### src/rtl/temp_ctrl_pkg.sv
// Shared constants for the Temp_Controller display path:
// converter state encoding and BCD digit adjust values.
package temp_ctrl_pkg;

    typedef logic [0:0] state_t;

    localparam state_t ST_IDLE  = 1'b0;
    localparam state_t ST_SHIFT = 1'b1;

    localparam int DIGIT_W = 4;

    localparam logic [DIGIT_W-1:0] BCD_ADJ_THRESH = 4'd5;
    localparam logic [DIGIT_W-1:0] BCD_ADJ_ADD    = 4'd3;

endpackage

### src/rtl/bcd_digit_adj.sv
// One double-dabble digit correction: add 3 when the digit is 5 or more.
// The largest result is 12, so the 4-bit sum never wraps.
module bcd_digit_adj
    import temp_ctrl_pkg::*;
(
    input  logic [DIGIT_W-1:0] i_digit,
    output logic [DIGIT_W-1:0] o_digit
);

    logic w_ge;

    assign w_ge    = (i_digit >= BCD_ADJ_THRESH);
    assign o_digit = w_ge ? (i_digit + BCD_ADJ_ADD) : i_digit;

endmodule

### src/rtl/bin_to_bcd_seq.sv
// Sequential binary to packed-BCD converter, one input bit per clock.
// Digits lost off the top of the scratch register raise overflow.
module bin_to_bcd_seq
    import temp_ctrl_pkg::*;
#(
    parameter int WIDTH  = 8,
    parameter int DIGITS = 3
) (
    input  logic                      clk,
    input  logic                      clr,
    input  logic                      start,
    input  logic [WIDTH-1:0]          bin,
    output logic                      busy,
    output logic                      done,
    output logic [DIGIT_W*DIGITS-1:0] bcd,
    output logic                      overflow
);

    localparam int SW = DIGIT_W * DIGITS;
    localparam int CW = (WIDTH > 1) ? $clog2(WIDTH) : 1;

    state_t           r_state;
    state_t           w_state_nxt;
    logic [WIDTH-1:0] r_shreg;
    logic [SW-1:0]    r_scratch;
    logic             r_ovf_acc;
    logic [CW-1:0]    r_cnt;
    logic             r_done;
    logic [SW-1:0]    r_bcd;
    logic             r_ovf;

    logic [SW-1:0]    w_adj;
    logic [SW-1:0]    w_scratch_nxt;
    logic             w_out_bit;
    logic             w_last;
    logic             w_load;
    logic             w_shift;
    logic             w_finish;

    for (genvar k = 0; k < DIGITS; k++) begin : g_adj
        bcd_digit_adj u_adj (
            .i_digit (r_scratch[DIGIT_W*k +: DIGIT_W]),
            .o_digit (w_adj[DIGIT_W*k +: DIGIT_W])
        );
    end

    // Adjusted digits shift left; the top bit leaves the register.
    assign w_out_bit     = w_adj[SW-1];
    assign w_scratch_nxt = {w_adj[SW-2:0], r_shreg[WIDTH-1]};
    assign w_last        = (r_cnt == '0);

    always_ff @(posedge clk) begin
        if (clr) begin
            r_state <= ST_IDLE;
        end else begin
            r_state <= w_state_nxt;
        end
    end

    always_comb begin
        w_state_nxt = r_state;
        unique case (r_state)
            ST_IDLE: begin
                if (start) begin
                    w_state_nxt = ST_SHIFT;
                end
            end
            ST_SHIFT: begin
                if (w_last) begin
                    w_state_nxt = ST_IDLE;
                end
            end
            default: w_state_nxt = ST_IDLE;
        endcase
    end

    always_comb begin
        w_load   = 1'b0;
        w_shift  = 1'b0;
        w_finish = 1'b0;
        busy     = 1'b0;
        unique case (r_state)
            ST_IDLE: begin
                w_load = start;
            end
            ST_SHIFT: begin
                w_shift  = 1'b1;
                w_finish = w_last;
                busy     = 1'b1;
            end
            default: begin
                busy = 1'b0;
            end
        endcase
    end

    always_ff @(posedge clk) begin
        if (clr) begin
            r_shreg   <= '0;
            r_scratch <= '0;
            r_ovf_acc <= 1'b0;
            r_cnt     <= '0;
            r_done    <= 1'b0;
            r_bcd     <= '0;
            r_ovf     <= 1'b0;
        end else begin
            r_done <= w_finish;
            if (w_load) begin
                r_shreg   <= bin;
                r_scratch <= '0;
                r_ovf_acc <= 1'b0;
                r_cnt     <= CW'(WIDTH - 1);
            end
            if (w_shift) begin
                r_shreg   <= r_shreg << 1;
                r_scratch <= w_scratch_nxt;
                r_ovf_acc <= r_ovf_acc | w_out_bit;
                r_cnt     <= r_cnt - 1'b1;
            end
            if (w_finish) begin
                r_bcd <= w_scratch_nxt;
                r_ovf <= r_ovf_acc | w_out_bit;
            end
        end
    end

    assign done     = r_done;
    assign bcd      = r_bcd;
    assign overflow = r_ovf;

endmodule

### config.mk
export PLATFORM = sky130hd
export DESIGN_NAME = bin_to_bcd_seq
export DESIGN_NICKNAME = d
export VERILOG_FILES = /design/src/rtl/temp_ctrl_pkg.sv /design/src/rtl/bcd_digit_adj.sv /design/src/rtl/bin_to_bcd_seq.sv
export SDC_FILE = /design/constraint.sdc
export NUM_CORES = 1
export LEC_CHECK = 0
export BUFFER_PORTS_ARGS = -buffer_cell sky130_fd_sc_hd__buf_2
export CORE_MARGIN = 4
export CORE_UTILIZATION = 55
export DETAILED_ROUTE_END_ITERATION = 12
export PLACE_DENSITY = 0.77
export SETUP_SLACK_MARGIN = 0.15
export SLEW_MARGIN = 20
export SYNTH_ARGS = -nofsm -noshare
export SYNTH_HDL_FRONTEND = slang
export SYNTH_SLANG_ARGS = --single-unit
### constraint.sdc
create_clock -name clk -period 1.5 [get_ports clk]
set_input_delay 0.15 -clock clk [delete_from_list [all_inputs] [get_ports clk]]
set_output_delay 0.15 -clock clk [all_outputs]
set_load 0.02 [all_outputs]
==> impl_summary.txt, run 1 <==
----------------------------------------------------
[Outcome]
  Run status ... finished clean

[Global route]
  First-pass GRT wire length ... roughly 7100 microns
  Maximum number of pins on one net before global-route repair ... 19
  Via count of the first global-routing pass ... 1,527
  Congestion Overflow GR ... 0
  Antenna violations before repair ... 0
  Global router's overall resource usage ... 0.221

[Synth]
  Number of flops mapped to enable cells by yosys ... 0
  Part of the Yosys area used for sequential elements ... 0.447
  Cell Area, Synth ... approximately 1700 sq um
  Cells after Synth ... between 150 and 200
  Proportion of synthesized flip-flops having asynchronous set or reset ... 0
  Mean instance size in the synthesized netlist ... 8.91 sq um
  Seq cells post-synth ... 39
  Distinct cell type count of the synthesized netlist ... 31
  Synthesized netlist net count ... roughly 220
  Dominant synthesized flop cell ... dfxtp_1
  Synthesis warning total ... 0

[Clock tree]
  CTS tree ... built
  Num Clock Sinks ... 39
  CTS hold repair buffers ... 0
  Clock insertion delay at the later pin of the skew report ... 0.36 ns
  CTS Buf Count ... 5
  CTS H-tree depth ... 2
  Number of buffers between clock root and the deepest sink ... 2
  Library cell used as clock root buffer ... clkbuf_4
  Clock transition time at the flip-flop clock pins of the worst setup and hold paths ... between 0.1 and 0.15 ns

[Detailed routing]
  Vias post-DR ... 1,579
  Remaining antenna violation count after routing ... 0
  Average detailed-routed wire length per instance ... around 15 microns
  Starting DRC count in detailed routing ... 105
  Post-Route WL ... about 4200 microns
  Post-route DRC violation count ... 0
  Avg Vias per Cell ... 5.58
  Number of iterations in the first detailed-routing pass ... 5

[Die]
  Die height ... 64.3 microns
  Die Footprint ... between 4000 and 5000 sq um
  Number of standard-cell rows in the floorplan ... 20
  Floorplan core area ... 3050 sq um
  Initial core utilization ... 0.572
  X dimension of the die ... 64.3 microns
  I/O pin count ... 26

[Finish]
  Antenna diodes ... 0
  Synthesis-to-finish area growth ... 29.2%
  Nets@finish ... between 200 and 300
  Fraction of layout instances using a drive strength above 1 ... 0.385
  Final standard cell count with taps included and fillers excluded ... around 280
  Share of the core filled with cells in the final layout ... 0.739

[Timing]
  Number of hold violations in the final report ... 0
  FMAX ... 713 MHz
  Post-route clock skew ... 0.0173 ns
  Total Negative Setup Slacks ... 0 ns
  Number of setup violations in the final report ... 0
  Worst Slack Setup Final ... 0.0970 ns
  Final worst-path cycle share ... 0.935
  Max-slew headroom ... 0.720
  Worst Max-Slew Pin Slew ... 0.419 ns
  Unrepaired setup endpoints after global routing ... true
  Final Max Tran Viols ... 0
  Clock period minus worst slack ... 1.40 ns

[Pwr]
  Clock group share of total power ... 0.297
  P per Cell Area ... 835 nW/um^2
  Switching power summed over all nets ... between 500 and 600 uW
  Internal portion of total power ... between 1 and 1.5 mW
  Final total power ... between 1.5 and 2 mW
  Maximum vdd ir drop ... 0.000582 V
  Static leakage ... 0.941 nW
  Proportion of power drawn by flip-flops and latches ... 0.575
  Fraction of power spent switching nets ... 0.267
  Combinational Power Share ... 0.128

[Place]
  Placer Congestion ... 0.860
  IO buf count ... 25
  Post-DP HPWL ... ~2600 microns
  Worst setup timing slack at the placement stage ... about 0.034 ns
  Post-Place Cells ... 263

[Critical path]
  Required time of the critical path ... approximately 1.8 ns
  Nature of the critical path endpoint ... register
  Critical path class ... reg -> reg
  CP Max Fanout ... 3
  Data arrival time at the worst-slack endpoint ... 1.69 ns
  Startpoint of the worst register-to-register path ... r_scratch[5]
  Worst Setup SP ... r_scratch[5]
  Startpoint kind of the worst setup timing path ... register

[Flow run]
  Reported max-cap violation count ... 0

[Worst hold path]
  Hold wc startpoint ... bin[0]
  Class of the worst hold path ... in -> reg

----------------------------------------------------
metal layers:
| layer | routed length [microns] | vias to the layer above | track usage |
|---|---|---|---|
| met4 | 90 | 0 | 0.108 |
| met3 | 213 | 10 | 0.0439 |
| met5 | 0 | - | 0 |
| met2 | 2170 | 44 | 0.393 |
| met1 | 1750 | 753 | 0.251 |
| li1 | - | 772 | - |
worst max-delay path, stage by stage (launching register included):
cell	delay [ns]
dfxtp_2	0.37
inv_4	0.05
ha_4	0.14
nand2b_4	0.13
a21o_1	0.21
mux2_4	0.33
o21ai_2	0.11
placed cells by master (no fill, tap or decap), types with 5 or more instances in the layout:
cell type / count
ha_4: 7
o21ai_0: 9
nor3_1: 7
mux2i_1: 9
nand3_1: 9
buf_2: 25
nor3b_1: 6
dfxtp_2: 6
nor2_1: 19
nand2_1: 9
o21ai_1: 10
a21oi_1: 18
dfxtp_1: 30
clkbuf_4: 5
inv_4: 5
buf_4: 20
cells by family (layout without fill, tap and decap cells):
logic type | count (synthesis) | in the layout | synth area share
AO/OA/AOI/OAI | 55 | 55 | 0.191
XOR/XNOR | 3 | 3 | 0.0151
adder cells (fa/ha/maj) | 8 | 8 | 0.0573
buffers and inverters | 23 | 65 | 0.0624
flip-flops | 39 | 39 | 0.447
multiplexers | 11 | 11 | 0.0688
AND/OR/NAND/NOR | 57 | 58 | 0.158
cell usage after synthesis (6+ instances only):
cell	n	area, sq um
a21oi_1	18	90.1
mux2i_1	9	90.1
o21ai_1	8	40.0
nand2_1	10	37.5
nor2_1	19	71.3
nor3b_1	6	45.0
nand3_1	9	45.0
nor3_1	7	35.0
inv_1	12	45.0
buf_2	6	30.0
o21ai_0	11	55.1
ha_1	8	100
dfxtp_1	39	781
stage by stage:
| step | area [sq um] | hold slack, ns |
|---|---|---|
| finish | 2260 | 0.0693 |
| global route | 2260 | 0.113 |
| CTS | 2200 | 0.0794 |
| detailed placement | 1930 | 0.438 |
| global placement | 1930 | 0.432 |
| floorplan | 1750 | 0.345 |
flip-flops by register name (all words and copies together), names as in the netlist:
register   flops
overflow       1
r_ovf_acc      1
r_state        1
r_scratch     12
r_cnt          3
r_shreg        8
bcd           12
done           1
power groups by stage:
stage	Sequential [mW]	Combinational [mW]	Clock (mW)
floorplan	1.11	0.134	0
global placement	1.10	0.186	0
detailed placement	1.11	0.193	0
CTS	1.08	0.223	0.564
global route	1.09	0.266	0.614
finish	1.08	0.241	0.559
area by class of cell:
cell class | count | area, sq um
multi-input combinational | 135 | 1000
sequential | 39 | 800
fill | 239 | 797
timing repair buffer | 45 | 275
inverter | 13 | 65.1
tap | 44 | 55.1
clock buffer | 6 | 51.3
clock inverter | 1 | 5.00
worst paths after layout:
| path | end | slack [ns] | cells past startpoint |
|---|---|---|---|
| worst min-delay path | r_shreg[0] | 0.07 | 3 |
| worst max-delay path | r_scratch[6] | 0.1 | 6 |
| worst max register to register | r_scratch[6] | 0.1 | 6 |
| worst min register to register | bcd[8] | 0.46 | 2 |
repair_timing:
item,CTS,global route
gates cloned,1,0
setup buffers,7,5
setup endpoints to repair,15,22
pin swaps,11,6
resized for setup,41,7
(Power assumes the default switching activity.)
==> run 2, diff against run 1 <==
- CORE_UTILIZATION: 55 -> 56
- PLACE_DENSITY: 0.77 -> 0.78
- SYNTH_HIERARCHICAL: not set -> 1
==> run 2 against run 1 <==
Compared with the run above:
- sequential power barely moved
- die area rose by 4.5%
- fmax shrank 2.1%
- critical path depth grew 1
- via count decreased by 0.13%
- setup slack got worse by 0.031 ns
- critical path type unchanged
- final area increased by 2.6%
- first-iteration DRC count increased by 5.7%
- synthesized cell count is 16% higher
- sequential cell count stayed put
- final cell count is 7.1% higher
- combinational power decreased by 13%
==> impl_summary.txt, run 2 <==
----------------------------------------------------
[Finish]
  Synthesis-to-finish area growth ... 23.8%
  Commonest cells after routing, fill and taps aside ... nand2_1 (44), dfxtp_1 (32), buf_2 (25)
  Nets@finish ... 277 (+7.4%)
  Antenna diodes ... 0 (unchanged)
  Most frequent standard cell in the layout excluding fill and tap cells ... nand2_1
  Fraction of layout instances using a drive strength above 1 ... 0.309 (-0.0761)
  FF+latch area ... 797 sq um (-0.31%)
  Filler cells ... 225 (-5.9%)
  Area taken by multi-input logic gates ... 1090 sq um (+8.1%)

[Detailed routing]
  Average detailed-routed wire length per instance ... 12.4 microns (-17%)
  Vias post-DR ... 1,577 (-0.13%)
  Post-route DRC violation count ... 0 (unchanged)
  Starting DRC count in detailed routing ... 111 (+5.7%)
  Remaining antenna violation count after routing ... 0 (unchanged)
  Number of iterations in the first detailed-routing pass ... 4 (-1)
  Avg Vias per Cell ... 5.20 (-6.7%)
  Post-Route WL ... 3770 microns (-11%)

[Clock tree]
  CTS Buf Count ... 5 (unchanged)
  Number of buffers between clock root and the deepest sink ... 2 (unchanged)
  Clock insertion delay at the later pin of the skew report ... 0.34 ns (-0.02 ns)
  Num Clock Sinks ... 39 (unchanged)
  Library cell used as clock root buffer ... clkbuf_4
  CTS H-tree depth ... 2 (unchanged)
  CTS tree ... built
  Clock transition time at the flip-flop clock pins of the worst setup and hold paths ... 0.12 ns (about the same)

[Die]
  Number of standard-cell rows in the floorplan ... 20 (unchanged)
  Die height ... 65.8 microns (+2.2%)
  Initial core utilization ... 0.598 (+0.0259)
  Floorplan core area ... 3130 sq um (+2.5%)
  I/O pin count ... 26 (unchanged)
  X dimension of the die ... 65.8 microns (+2.2%)
  Die Footprint ... 4330 sq um (+4.5%)

[Global route]
  Via count of the first global-routing pass ... 1,463 (-4.2%)
  Antenna violations before repair ... 0 (unchanged)
  Global router's overall resource usage ... 0.182 (-0.0394)
  Maximum number of pins on one net before global-route repair ... 40 (+21)
  First-pass GRT wire length ... 6120 microns (-13%)
  Congestion Overflow GR ... 0 (unchanged)

[Worst hold path]
  Class of the worst hold path ... in -> reg

[Synth]
  Distinct cell type count of the synthesized netlist ... 24 (-23%)
  Leading post-synthesis cells by instance count ... nand2_1 (44), dfxtp_1 (39), a21oi_1 (25), nor2_1 (19), nor3b_1 (12)
  Dominant synthesized flop cell ... dfxtp_1
  Leading cell types by total area after synthesis ... dfxtp_1 (42%), nand2_1 (8.8%), a21oi_1 (6.7%)
  Synthesized netlist net count ... 246 (+14%)
  Number of flops mapped to enable cells by yosys ... 0 (unchanged)
  Seq cells post-synth ... 39 (unchanged)
  Cells after Synth ... 227 (+16%)
  Cell Area, Synth ... 1870 sq um (+7.1%)
  Mean instance size in the synthesized netlist ... 8.23 sq um (-7.5%)
  Most frequently used cell type in the post-synthesis netlist ... nand2_1
  Cell taking the most area after synthesis ... dfxtp_1
  Part of the Yosys area used for sequential elements ... 0.418 (-0.0296)
  Fraction of synthesized cell area taken by the top area cell type ... 0.418 (-0.0296)
  Proportion of synthesized flip-flops having asynchronous set or reset ... 0 (unchanged)
  Synthesis warning total ... 6 (+6)

[Outcome]
  Run status ... finished clean

[Timing]
  Unrepaired setup endpoints after global routing ... true
  Clock period minus worst slack ... 1.43 ns (+0.0305 ns)
  FMAX ... 698 MHz (-2.1%)
  Final worst-path cycle share ... 0.956 (+0.0204)
  Number of hold violations in the final report ... 0 (unchanged)
  Total Negative Setup Slacks ... 0 ns (unchanged)
  Worst Max-Slew Pin Slew ... 0.427 ns (+0.00849 ns)
  Number of setup violations in the final report ... 0 (unchanged)
  Post-route clock skew ... 0.00474 ns (-0.0125 ns)
  Max-slew headroom ... 0.715 (-0.00463)
  Final Max Tran Viols ... 0 (unchanged)
  Worst hold margin ... 0.0962 ns (+0.0270 ns)

[Pwr]
  Maximum vdd ir drop ... 0.000702 V (+21%)
  P per Cell Area ... 881 nW/um^2 (+5.6%)
  Static leakage ... 0.945 nW (+0.38%)

[Critical path]
  Reg2reg setup slack ... 0.07 ns (-0.03 ns)
  Critical path class ... reg -> reg
  Startpoint kind of the worst setup timing path ... register
  Cell at the slowest stage of the critical path ... dfxtp_2
  Worst Setup SP ... r_scratch[1]
  Terminus of the critical flop-to-flop path ... bcd[2]
  Worst-path cell chain ... inv_4, ha_4, nand2b_4, a21oi_4, mux2i_2, nand2_1, a21oi_2
  Required time of the critical path ... 1.79 ns (about the same)
  Data arrival time at the worst-slack endpoint ... 1.72 ns (+0.03 ns)
  Startpoint of the worst register-to-register path ... r_scratch[1]
  Nature of the critical path endpoint ... register
  Critical path endpoint ... bcd[2]
  Logic depth of the worst register-to-register path ... 7 (+1)
  Crit-path leading delay family ... flip-flops
  Crit. path cell count ... 7 (+1)
  Crit path buf inv count ... 1 (unchanged)
  Largest stage delay on the critical path ... 0.37 ns (about the same)
  CP Max Fanout ... 3 (unchanged)

[Place]
  Placer Congestion ... 0.820 (-4.6%)
  IO buf count ... 25 (unchanged)
  Post-DP HPWL ... 2250 microns (-14%)

[Flow run]
  Reported max-cap violation count ... 0 (unchanged)

----------------------------------------------------
==> run 2: cells by family after synthesis <==
kind of cell / count (synthesis) / synth area share
XOR/XNOR: 3 / 0.0141
AO/OA/AOI/OAI: 45 / 0.131
buffers and inverters: 24 / 0.0756
multiplexers: 12 / 0.0649
adder cells (fa/ha/maj): 8 / 0.0535
AND/OR/NAND/NOR: 96 / 0.243
flip-flops: 39 / 0.418
==> run 2: report_power, final <==
group          internal (mW)  total [mW]  leakage, nW  switching [mW]
Clock                  0.394       0.744       0.0482           0.350
Sequential              1.06        1.09        0.321          0.0223
Combinational         0.0877       0.210        0.575           0.122
Total                   1.54        2.04        0.945           0.494
==> run 2: worst min-delay path by stage <==
stage	from	endpoint	slack [ns]	depth (start not counted)
6_report	bin[0]	r_shreg[0]	0.1	3
5_1_grt	bin[0]	r_shreg[0]	0.12	3
4_1_cts	bin[0]	r_shreg[0]	0.08	3
3_5_place_dp	bcd[11]	bcd[11]	0.44	2
3_3_place_gp	bcd[8]	bcd[8]	0.44	2
2_1_floorplan	bin[0]	r_shreg[0]	0.35	2
==> run 2: worst reg2reg max path, cell delays in order, from the launching register on <==
cell      delay [ns]
dfxtp_2         0.37
inv_4           0.05
ha_4            0.15
nand2b_4        0.15
a21oi_4         0.18
mux2i_2         0.27
nand2_1         0.10
a21oi_2         0.11
==> run 2: area by class of cell <==
class | instances | area share
inverters | 9 | 0.0168
multi-input cells | 164 | 0.469
clock inverters | 2 | 0.0151
flip-flops and latches | 39 | 0.345
well taps | 44 | 0.0238
clock buffers | 6 | 0.0222
repair buffers | 39 | 0.108
==> run 2: per-stage QoR <==
step	cells	util	setup WS, ns	area (sq um)	total power, mW
global placement	286	0.637	0.0499	1990	1.30
global route	303	0.740	0.00841	2310	2.13
floorplan	227	-	0.175	1870	1.27
finish	303	0.740	0.0664	2310	2.04
CTS	298	0.700	0.132	2190	2.05
detailed placement	286	0.637	0.0282	1990	1.31
==> run 2: timing repair <==
item	CTS	global route
resized for setup	25	18
hold buffers	0	0
pin swaps	8	8
endpoints found under the setup margin	21	18
hold endpoints to repair	0	0
buffers inserted	4	5
==> run 2: per-layer routing <==
layer	vias up	GRT usage	routed length, microns
met1	740	0.217	1790
met5	-	0	0
met2	21	0.302	1780
met4	0	0.0777	51
li1	810	-	-
met3	6	0.0544	136
